### config.mk
export PLATFORM = sky130hd
export DESIGN_NAME = xrv1_iqueue_ctrl
export DESIGN_NICKNAME = d
export VERILOG_FILES = /design/src/rtl/xrv1_pkg.sv /design/src/rtl/xrv1_rs_match.sv /design/src/rtl/xrv1_iqueue_ctrl.sv
export SDC_FILE = /design/constraint.sdc
export NUM_CORES = 1
export LEC_CHECK = 0
export CORE_MARGIN = 2
export CORE_UTILIZATION = 28
export DETAILED_ROUTE_END_ITERATION = 6
export GPL_TIMING_DRIVEN = 0
export SLEW_MARGIN = 20
export SYNTH_ARGS = -nofsm -noshare
export SYNTH_HDL_FRONTEND = slang
export SYNTH_SLANG_ARGS = --single-unit
### constraint.sdc
create_clock -name clk_i -period 2.6 [get_ports clk_i]
set_input_delay 0.39 -clock clk_i [delete_from_list [all_inputs] [get_ports clk_i]]
set_output_delay 0.39 -clock clk_i [all_outputs]
set_load 0.005 [all_outputs]
### src/rtl/xrv1_pkg.sv
// Shared types and default widths for the xrv1 instruction-queue control slice.
//   ITAG_WIDTH    : itag width, queue depth is 1 << ITAG_WIDTH
//   RF_ADDR_WIDTH : register-file address width
//   NUM_RS        : source operands checked per issue
package xrv1_pkg;

    localparam int unsigned ITAG_WIDTH    = 3;
    localparam int unsigned RF_ADDR_WIDTH = 5;
    localparam int unsigned NUM_RS        = 2;

    typedef logic [ITAG_WIDTH-1:0]    itag_t;
    typedef logic [RF_ADDR_WIDTH-1:0] rf_addr_t;
    typedef logic [ITAG_WIDTH:0]      occ_t;

    typedef enum logic [0:0] {
        IQ_RUN   = 1'b0,
        IQ_DRAIN = 1'b1
    } iq_state_e;

endpackage

### src/rtl/xrv1_rs_match.sv
// Per-source RAW comparator: flags every in-flight entry that writes rs_addr_i.
//   vld_i, rd_vld_i : registered entry valid / writes-rd flags
//   rd_addr_i       : registered entry rd addresses
//   rs_addr_i       : source register of the issuing instruction
//   conflict_o      : one bit per entry, x0 never conflicts
module xrv1_rs_match
    import xrv1_pkg::*;
#(
    parameter int unsigned ENTRIES_P = 8,
    parameter int unsigned ADDR_W_P  = RF_ADDR_WIDTH
) (
    input  logic [ENTRIES_P-1:0]               vld_i,
    input  logic [ENTRIES_P-1:0]               rd_vld_i,
    input  logic [ENTRIES_P-1:0][ADDR_W_P-1:0] rd_addr_i,
    input  logic [ADDR_W_P-1:0]                rs_addr_i,
    output logic [ENTRIES_P-1:0]               conflict_o
);

    always_comb begin
        conflict_o = '0;
        for (int unsigned k = 0; k < ENTRIES_P; k++) begin
            conflict_o[k] = vld_i[k] & rd_vld_i[k] & (rd_addr_i[k] == rs_addr_i)
                            & (rs_addr_i != '0);
        end
    end

endmodule

### src/rtl/xrv1_iqueue_ctrl.sv
// Instruction-tag scheduler: allocates itags at the tail on issue, frees them
// from the head by retire count, reports RAW conflicts per source operand and
// sequences flush and drain (fence).
//   clk_i, rst_ni          : clock, synchronous active-low reset
//   issue_*                : dispatch handshake, rd/rs info, granted tag
//   retire_itag_o/cnt_i    : head pointer and entries retired this cycle
//   rs_conflict_o          : per-source in-flight writer vectors
//   iqueue_*_o             : entry state for the retire/writeback block
//   flush_i, drain_req_i   : discard all / stop issue until empty
//   drain_done_o           : one-cycle pulse when a drain completes
//   empty_o, full_o        : occupancy decodes
module xrv1_iqueue_ctrl
    import xrv1_pkg::*;
#(
    parameter int unsigned ITAG_WIDTH_P    = ITAG_WIDTH,
    parameter int unsigned rf_addr_width_p = RF_ADDR_WIDTH,
    localparam int unsigned iqueue_size_lp = 1 << ITAG_WIDTH_P,
    localparam int unsigned num_rs_lp      = NUM_RS
) (
    input  logic                                             clk_i,
    input  logic                                             rst_ni,
    input  logic                                             issue_vld_i,
    output logic                                             issue_rdy_o,
    input  logic                                             issue_rd_vld_i,
    input  logic [rf_addr_width_p-1:0]                       issue_rd_addr_i,
    input  logic [num_rs_lp-1:0][rf_addr_width_p-1:0]        issue_rs_addr_i,
    output logic [ITAG_WIDTH_P-1:0]                          issue_itag_o,
    output logic [ITAG_WIDTH_P-1:0]                          retire_itag_o,
    input  logic [ITAG_WIDTH_P-1:0]                          retire_cnt_i,
    output logic [num_rs_lp-1:0][iqueue_size_lp-1:0]         rs_conflict_o,
    output logic [iqueue_size_lp-1:0]                        iqueue_vld_o,
    output logic [iqueue_size_lp-1:0]                        iqueue_rd_vld_o,
    output logic [iqueue_size_lp-1:0][rf_addr_width_p-1:0]   iqueue_rd_addr_o,
    input  logic                                             flush_i,
    input  logic                                             drain_req_i,
    output logic                                             drain_done_o,
    output logic                                             empty_o,
    output logic                                             full_o
);

    localparam int unsigned OCC_W = ITAG_WIDTH_P + 1;

    logic [ITAG_WIDTH_P-1:0]                        head_q, head_d;
    logic [ITAG_WIDTH_P-1:0]                        tail_q, tail_d;
    logic [OCC_W-1:0]                               occ_q, occ_d;
    logic [iqueue_size_lp-1:0]                      vld_q, vld_d;
    logic [iqueue_size_lp-1:0]                      rd_vld_q, rd_vld_d;
    logic [iqueue_size_lp-1:0][rf_addr_width_p-1:0] rd_addr_q, rd_addr_d;
    iq_state_e                                      state_q;
    logic                                           drain_done_q;
    logic [ITAG_WIDTH_P-1:0]                        retire_cnt;
    logic                                           issue_fire;

    // Decodes use registered occupancy only, so a same-cycle retire never frees a slot.
    assign full_o        = (occ_q == OCC_W'(iqueue_size_lp));
    assign empty_o       = (occ_q == '0);
    assign issue_rdy_o   = (state_q == IQ_RUN) & ~full_o & ~flush_i;
    assign issue_fire    = issue_vld_i & issue_rdy_o;
    assign issue_itag_o  = tail_q;
    assign retire_itag_o = head_q;
    assign drain_done_o  = drain_done_q;

    assign iqueue_vld_o     = vld_q;
    assign iqueue_rd_vld_o  = rd_vld_q;
    assign iqueue_rd_addr_o = rd_addr_q;

    // Over-retire is illegal; clamp so the pointers stay consistent regardless.
    assign retire_cnt = ({1'b0, retire_cnt_i} > occ_q) ? occ_q[ITAG_WIDTH_P-1:0] : retire_cnt_i;

    // Entry and pointer next-state: flush wins over issue and retire.
    always_comb begin
        head_d    = head_q;
        tail_d    = tail_q;
        occ_d     = occ_q;
        vld_d     = vld_q;
        rd_vld_d  = rd_vld_q;
        rd_addr_d = rd_addr_q;
        if (flush_i) begin
            vld_d     = '0;
            rd_vld_d  = '0;
            rd_addr_d = '0;
            tail_d    = head_q;
            occ_d     = '0;
        end else begin
            // Entry k retires when its distance from head (mod depth) is below the count.
            for (int unsigned k = 0; k < iqueue_size_lp; k++) begin
                if ((ITAG_WIDTH_P'(k) - head_q) < retire_cnt) begin
                    vld_d[k]     = 1'b0;
                    rd_vld_d[k]  = 1'b0;
                    rd_addr_d[k] = '0;
                end
            end
            if (issue_fire) begin
                vld_d[tail_q]     = 1'b1;
                rd_vld_d[tail_q]  = issue_rd_vld_i & (issue_rd_addr_i != '0);
                rd_addr_d[tail_q] = issue_rd_addr_i;
                tail_d            = tail_q + ITAG_WIDTH_P'(1);
            end
            head_d = head_q + retire_cnt;
            occ_d  = occ_q + OCC_W'(issue_fire) - OCC_W'(retire_cnt);
        end
    end

    // State registers and RUN/DRAIN sequencing.
    always_ff @(posedge clk_i) begin
        if (!rst_ni) begin
            head_q       <= '0;
            tail_q       <= '0;
            occ_q        <= '0;
            vld_q        <= '0;
            rd_vld_q     <= '0;
            rd_addr_q    <= '0;
            state_q      <= IQ_RUN;
            drain_done_q <= 1'b0;
        end else begin
            if (!flush_i) begin
                assert ({1'b0, retire_cnt_i} <= occ_q);
            end
            head_q       <= head_d;
            tail_q       <= tail_d;
            occ_q        <= occ_d;
            vld_q        <= vld_d;
            rd_vld_q     <= rd_vld_d;
            rd_addr_q    <= rd_addr_d;
            drain_done_q <= 1'b0;
            if (flush_i) begin
                state_q      <= IQ_RUN;
                drain_done_q <= (state_q == IQ_DRAIN);
            end else begin
                case (state_q)
                    IQ_RUN: begin
                        if (drain_req_i) begin
                            if (occ_q == '0) begin
                                drain_done_q <= 1'b1;
                            end else begin
                                state_q <= IQ_DRAIN;
                            end
                        end
                    end
                    IQ_DRAIN: begin
                        if (occ_q == '0) begin
                            state_q      <= IQ_RUN;
                            drain_done_q <= 1'b1;
                        end
                    end
                    default: state_q <= IQ_RUN;
                endcase
            end
        end
    end

    // One comparator array per source operand against registered entry state.
    for (genvar j = 0; j < num_rs_lp; j++) begin : g_rs
        xrv1_rs_match #(
            .ENTRIES_P (iqueue_size_lp),
            .ADDR_W_P  (rf_addr_width_p)
        ) u_rs_match (
            .vld_i      (vld_q),
            .rd_vld_i   (rd_vld_q),
            .rd_addr_i  (rd_addr_q),
            .rs_addr_i  (issue_rs_addr_i[j]),
            .conflict_o (rs_conflict_o[j])
        );
    end

endmodule

After elaboration in Yosys (flattened, before gate mapping)

Index checks and enable logic that the tools add are counted.

Memories kept: 0
Register bits after elaboration: 68
Word-level logic and storage cells: 178
Input bits: 24
ROM bits: 0
Bits in latches: 0
RAM bits: 0
Output and inout bits: 82

Equal/unequal tests: 17
Shift operators: 0
Muxes and demuxes: 67
Divide/modulo/power cells: 0
Multiply operators: 0
Bitwise operators: 49
Magnitude comparators: 11
Add/sub/neg operators: 12
Reductions and logical operators: 7

Operators by type and width:

| cell                                                                          | count |
|---|---|
| 5-bit 2-to-1 mux                                                              | 17 |
| 5-bit == test                                                                 | 16 |
| 1-bit AND                                                                     | 44 |
| 40-bit bitwise mux                                                            | 1 |
| 40-bit 2-to-1 mux                                                             | 1 |
| 1-bit 2-to-1 mux                                                              | 38 |
| 3-bit less-than comparator                                                    | 8 |
| 8-bit 2-to-1 mux                                                              | 2 |
| 5-bit demux with 3-bit select                                                 | 1 |
| 5-bit nonzero test                                                            | 3 |
| 3-bit subtractor (first input constant)                                       | 4 |
| 3-bit 2-to-1 mux                                                              | 3 |
| 8-bit bitwise mux                                                             | 1 |
| 8-bit OR                                                                      | 1 |
| 1-bit by 3-bit subtractor with 3-bit output (first input constant)            | 2 |
| 2-bit by 3-bit subtractor with 3-bit output (first input constant)            | 2 |
| 4-bit by 1-bit adder with 4-bit output                                        | 1 |
| 4-bit == test (second input constant)                                         | 1 |
| 3-bit by 4-bit > comparator with 1-bit output                                 | 1 |
| 4-bit logical NOT                                                             | 1 |
| 3-bit by 4-bit less-than comparator with 1-bit output (second input constant) | 1 |
| 1-bit inverter                                                                | 4 |
| 1-bit case mux with 2 select lines                                            | 2 |
| 4-bit by 3-bit subtractor with 4-bit output                                   | 1 |
| other kinds (7)                                                               | 7 |

Logic depth before layout (Yosys ltp)

Depth after elaboration: 7
Gate-level depth with buffers: 15
Depth with buffers taken out: 15

Cells and area by module

A second synthesis with hierarchy kept.

Cells, all modules: 485
Area, all modules: 4344.2 um^2

Modules (own cells, without submodules):

| module           | area an instance (um^2) | seq. area each (um^2) | cells an instance | instances |
|---|---|---|---|---|
| xrv1_iqueue_ctrl | 3263.1                  | 1361.3                | 343               | 1 |
| xrv1_rs_match    | 540.5                   | 0.0                   | 71                | 2 |

Worst setup path after synthesis

Ideal clock, no wire load.

Path kind: reg2reg
Start point: register occ_q[2]
End point: register occ_q[3]
Path buffers: 0
Path slack: -197 ps
Stages on the path, launching flop included: 16
Data arrival time: 2669 ps
Setup time: 128 ps
Data required time: 2472 ps
Clock period less this slack: 2797 ps
Cell sequence: dfxtp_1 > inv_1 > ha_1 > nor2_1 > a31o_2 > nor2_1 > nand2_1 > o21ai_0 > ha_1 > inv_1 > ha_1 > a21o_1 > a21oi_1 > xor2_1 > xnor2_1 > nor2_1

Word-level cells in the longest chain between the ends: 7
Elaborated cells between the ends (all ways): 9
Those cells by class: 2 x add/sub; 1 x order compare; 1 x eq/ne; 1 x mux; 4 x bitwise

RTL lines:

| item                                          | RTL line                | text |
|---|---|---|
| start, declared                               | xrv1_iqueue_ctrl.sv:45  | `logic [OCC_W-1:0] occ_q, occ_d;` |
| start signal, assigned                        | xrv1_iqueue_ctrl.sv:109 | `occ_q <= '0;` |
| start signal, assigned                        | xrv1_iqueue_ctrl.sv:121 | `occ_q <= occ_d;` |
| 4-bit == test                                 | xrv1_iqueue_ctrl.sv:55  | `assign full_o = (occ_q == OCC_W'(iqueue_size_lp));` |
| 1-bit inverter                                | xrv1_iqueue_ctrl.sv:57  | `assign issue_rdy_o = (state_q == IQ_RUN) & ~full_o & ~flush_i;` |
| 1-bit AND (2 in a row)                        | xrv1_iqueue_ctrl.sv:57  |  |
| 1-bit AND                                     | xrv1_iqueue_ctrl.sv:58  | `assign issue_fire = issue_vld_i & issue_rdy_o;` |
| 4-bit by 1-bit adder with 4-bit output        | xrv1_iqueue_ctrl.sv:100 | `occ_d = occ_q + OCC_W'(issue_fire) - OCC_W'(retire_cnt);` |
| 4-bit by 3-bit subtractor with 4-bit output * | xrv1_iqueue_ctrl.sv:100 |  |

Every way passes the cells marked *; elsewhere a longest branch is shown, timed or not.
A chain may end at the register's enable or synchronous reset.

Final worst setup path

Start point: register occ_q[1]
End point: register rd_addr_q, in the netlist iqueue_rd_addr_o[14]

Word-level cells in the longest chain between the ends: 7
Elaborated cells between the ends (all ways): 12
Those cells by class: 2 x order compare; 1 x eq/ne; 5 x mux; 4 x bitwise

RTL lines:

| item                                          | RTL line                | text |
|---|---|---|
| 3-bit by 4-bit > comparator with 1-bit output | xrv1_iqueue_ctrl.sv:68  | `assign retire_cnt = ({1'b0, retire_cnt_i} > occ_q) ? occ_q[ITAG_WIDTH_P-1:0] : retire_cnt_i;` |
| 3-bit 2-to-1 mux                              | xrv1_iqueue_ctrl.sv:68  |  |
| 3-bit less-than comparator                    | xrv1_iqueue_ctrl.sv:87  | `if ((ITAG_WIDTH_P'(k) - head_q) < retire_cnt) begin` |
| 5-bit 2-to-1 mux                              | xrv1_iqueue_ctrl.sv:87  |  |
| 5-bit 2-to-1 mux                              | xrv1_iqueue_ctrl.sv:78  | `if (flush_i) begin` |
| 40-bit bitwise mux                            | xrv1_iqueue_ctrl.sv:96  | `rd_addr_d[tail_q] = issue_rd_addr_i;` |
| 40-bit 2-to-1 mux *                           | xrv1_iqueue_ctrl.sv:93  | `if (issue_fire) begin` |
| end signal, assigned                          | xrv1_iqueue_ctrl.sv:124 | `rd_addr_q <= rd_addr_d;` |
| end, declared                                 | xrv1_iqueue_ctrl.sv:48  | `logic [iqueue_size_lp-1:0][rf_addr_width_p-1:0] rd_addr_q, rd_addr_d;` |

Every way passes the cells marked *; elsewhere a longest branch is shown, timed or not. The select of a mux whose other input is x is not followed.

==> run_results.csv <==
group,metric,value,unit
run_status,status,"complete, but fails checks",
run_status,violations,"negative setup slack",
layout,diodes,0,
detailed_routing,first_iter_violations,290,
logic_synthesis,ys_ff_latch,68,
clocking,clkSinkCount,68,
detailed_routing,firstDrtPassIters,5,
layout,utilization,0.4326,
logic_synthesis,synth.top_cells.by_area,"dfxtp_1 (31%), xnor2_1 (16%), ha_1 (5.4%)",
layout,nets,684,
logic_synthesis,synthSimpleGateAreaFrac,0.1966,
die,die_y,129.0,um
power_and_ir_drop,totalPowerFinal,5.677,mW
die,start_util,0.2866,
power_and_ir_drop,switching_power,2.367,mW
power_and_ir_drop,combPwrFrac,0.565,
logic_synthesis,netlist-cell-type-count,58,
layout,syn2layout_area_growth,50.96,%
global_route,antenna_found_initial,0,
flow_run,maxCapViolations,0,
worst_hold_path,hp-class,"in2reg",
worst_setup_path,crit_path_end_kind,"flip-flop",
logic_synthesis,synth.avg_cell_area,8.608,sq um
global_route,grt_pass1_vias,4175,
worst_setup_path,arrival,2.91,ns
die,die_area,16630,sq um
detailed_routing,num_vias,4399,
power_and_ir_drop,clkPwrFrac,0.218,
logic_synthesis,async_reset_ff_frac,0,
clocking,htreeDepth,3,
power_and_ir_drop,seqPwrFrac,0.217,
global_route,grt_pass1_wl,23650,um
logic_synthesis,synthAdderAreaFrac,0.06810,
logic_synthesis,synth_warnings,0,
global_route,track_usage,0.1850,
logic_synthesis,synth_top_area_frac,0.3113,
power_and_ir_drop,p_int,3.309,mW
layout,fin_cells,855,
logic_synthesis,synth-xor-area-share,0.1803,
worst_setup_path,worstPathMaxFanout,6,
sta,slew_headroom,0.4039,
detailed_routing,antenna_left,0,
sta,hold_viol,0,
logic_synthesis,yosys.area.top_type,"dfxtp_1",
layout,final_layout_size_suffix_gt1_frac,0.2298,
clocking,clk_pin_slew,0.06,ns
die,die-width,129.0,um
sta,min_period,2.627,ns
placed_design,dp_cells,808,
detailed_routing,wl_per_cell,18.44,um
logic_synthesis,synth-main-ff-cell,"dfxtp_1",
worst_setup_path,path_class,"reg2reg",
logic_synthesis,syn_nets,553,
detailed_routing,wirelength,15770,um
global_route,gr-total-overflow,0,
sta,setup_viol,9,
logic_synthesis,synth_edf_count,0,
sta,fin_ws,-0.02668,ns
clocking,cts_root_buffer,"clkbuf_16",
logic_synthesis,synthMuxAreaShare,0.03662,
sta,whs,0.4976,ns
power_and_ir_drop,ir_worst_vdd,643.8,uV
die,pin_count,106,
sta,worst_slew_pin_slew,0.8860,ns
placed_design,io_buffer_count,89,
logic_synthesis,synthTopCellsByCount,"xnor2_1 (80), dfxtp_1 (68), nand2_1 (35)",
die,num_rows,45,
die,coreArea,15260,sq um
sta,fin_skew,0.007277,ns
logic_synthesis,syn_inst,508,
sta,slew_violations,0,
clocking,clock_latency,0.34,ns
logic_synthesis,synth_top_family_by_area,"simple AND/OR/NAND/NOR gates",
global_route,grt_max_degree,14,
power_and_ir_drop,p_leak,2.202,nW
worst_setup_path,critPathLaunchType,"flip-flop",
detailed_routing,drc_errors,0,
sta,fmax,380.7,MHz
placed_design,place_ws,-1.125,ns
logic_synthesis,synth.most_common_cell,"xnor2_1",
logic_synthesis,ys_seq_area_frac,0.3113,
sta,period_share,1.010,
logic_synthesis,netlist_area,4373,sq um
detailed_routing,vias_per_cell,5.145,
logic_synthesis,synth_compound_area_frac,0.1597,
placed_design,dp_hpwl,11290,um
placed_design,gp_congestion,0.8339,
clocking,cts_tree,"built",
clocking,numCtsBuffers,9,
clocking,clock_path_buffers,2,
power_and_ir_drop,p_per_area,859.9,nW/um^2
worst_setup_path,critical_path_required,2.89,ns
sta,grt_setup_unrepaired,"yes",
power_and_ir_drop,swShare,0.4171,
==> layout by cell type, fill, tap and decap left out, types with 5 or more instances in the layout <==
cell type / count
clkbuf_1: 12
mux2i_1: 16
ha_4: 11
nor4_1: 6
o22ai_1: 5
o21ai_0: 6
a22o_1: 12
or3_1: 5
ha_1: 8
buf_4: 28
nor2_1: 14
inv_2: 5
nand2_1: 30
nor3_1: 24
a31oi_1: 5
xor2_1: 10
nand4_1: 16
a21oi_1: 19
dfxtp_1: 64
xnor2_1: 80
nor2_4: 5
inv_1: 8
nand3_1: 27
a211oi_2: 11
clkbuf_16: 9
clkbuf_2: 11
clkdlybuf4s50_1: 86
==> cell type report <==
class,count,area [sq um]
sequential,68,1371
clock inverter,7,75.07
multi-input combinational,390,3268
inverter,18,85.08
tap,211,264.0
buffer,32,155.1
timing repair buffer,120,1157
clock buffer,9,225.2
fill,1465,8657
==> sequential cells by signal (all words and copies together) (netlist names) <==
| name | cells |
|---|---|
| drain_done_o | 1 |
| retire_itag_o | 3 |
| iqueue_rd_addr_o | 40 |
| occ_q | 4 |
| iqueue_rd_vld_o | 8 |
| issue_itag_o | 3 |
| iqueue_vld_o | 8 |
| state_q | 1 |
==> stage by stage <==
stage	area [sq um]	setup TNS [ns]
3_5_place_dp	5610	-54.40
4_1_cts	6246	-0.2469
5_1_grt	6601	-1.558
3_3_place_gp	5610	-50.95
2_1_floorplan	4456	0
6_report	6601	-0.1646
==> cells by family (layout without fill, tap and decap cells) <==
| logic type | count (synthesis) | count (layout) |
|---|---|---|
| xor+xnor | 90 | 90 |
| mux | 16 | 16 |
| flops | 68 | 68 |
| fa+ha+maj | 23 | 23 |
| buf+inv | 50 | 186 |
| compound gates | 101 | 101 |
| simple gates | 160 | 160 |
==> layer usage <==
layer | routed length, um | track usage | vias up | part of all wire
li1 | - | - | 2091 | -
met1 | 7249 | 0.2459 | 2159 | 0.46
met2 | 7536 | 0.3072 | 136 | 0.48
met3 | 839 | 0.03909 | 13 | 0.053
met4 | 140 | 0.04540 | 0 | 0.0089
met5 | 0 | 0 | - | 0
==> power by group through the flow <==
stage | Sequential, mW | Combinational (mW) | Clock [mW]
after global routing | 1.24 | 3.45 | 1.31
after CTS | 1.22 | 2.59 | 1.25
after detailed placement | 1.23 | 2.08 | 0
after global placement | 1.22 | 2.00 | 0
after floorplan | 1.20 | 1.48 | 0
final | 1.23 | 3.21 | 1.24
==> worst paths after layout <==
kind | from | end | slack (ns) | depth (start not counted)
min | flush_i | drain_done_o | 0.50 | 3
max reg2reg | occ_q[1] | iqueue_rd_addr_o[14] | -0.03 | 14
min reg2reg | state_q | drain_done_o | 0.53 | 2
max | occ_q[1] | iqueue_rd_addr_o[14] | -0.03 | 14
==> critical path, cell delays in order (launching register included) <==
cell and delay (ns):
dfxtp_4 0.38, inv_4 0.04, ha_4 0.28, nand2b_4 0.07, buf_6 0.12, a211oi_4 0.22
nand2_2 0.11, nand2_4 0.11, inv_4 0.06, ha_4 0.27, a21oi_2 0.05, o31a_1 0.29
nor4_4 0.26, buf_4 0.18, a22o_1 0.13
==> what timing repair did <==
action / CTS / global route
buffers inserted: 16 / 16
gates resized for setup: 71 / 45
setup endpoints to repair: 76 / 72
pin swaps: 15 / 39
hold buffers: 0 / 0
(Power assumes the default switching activity.)
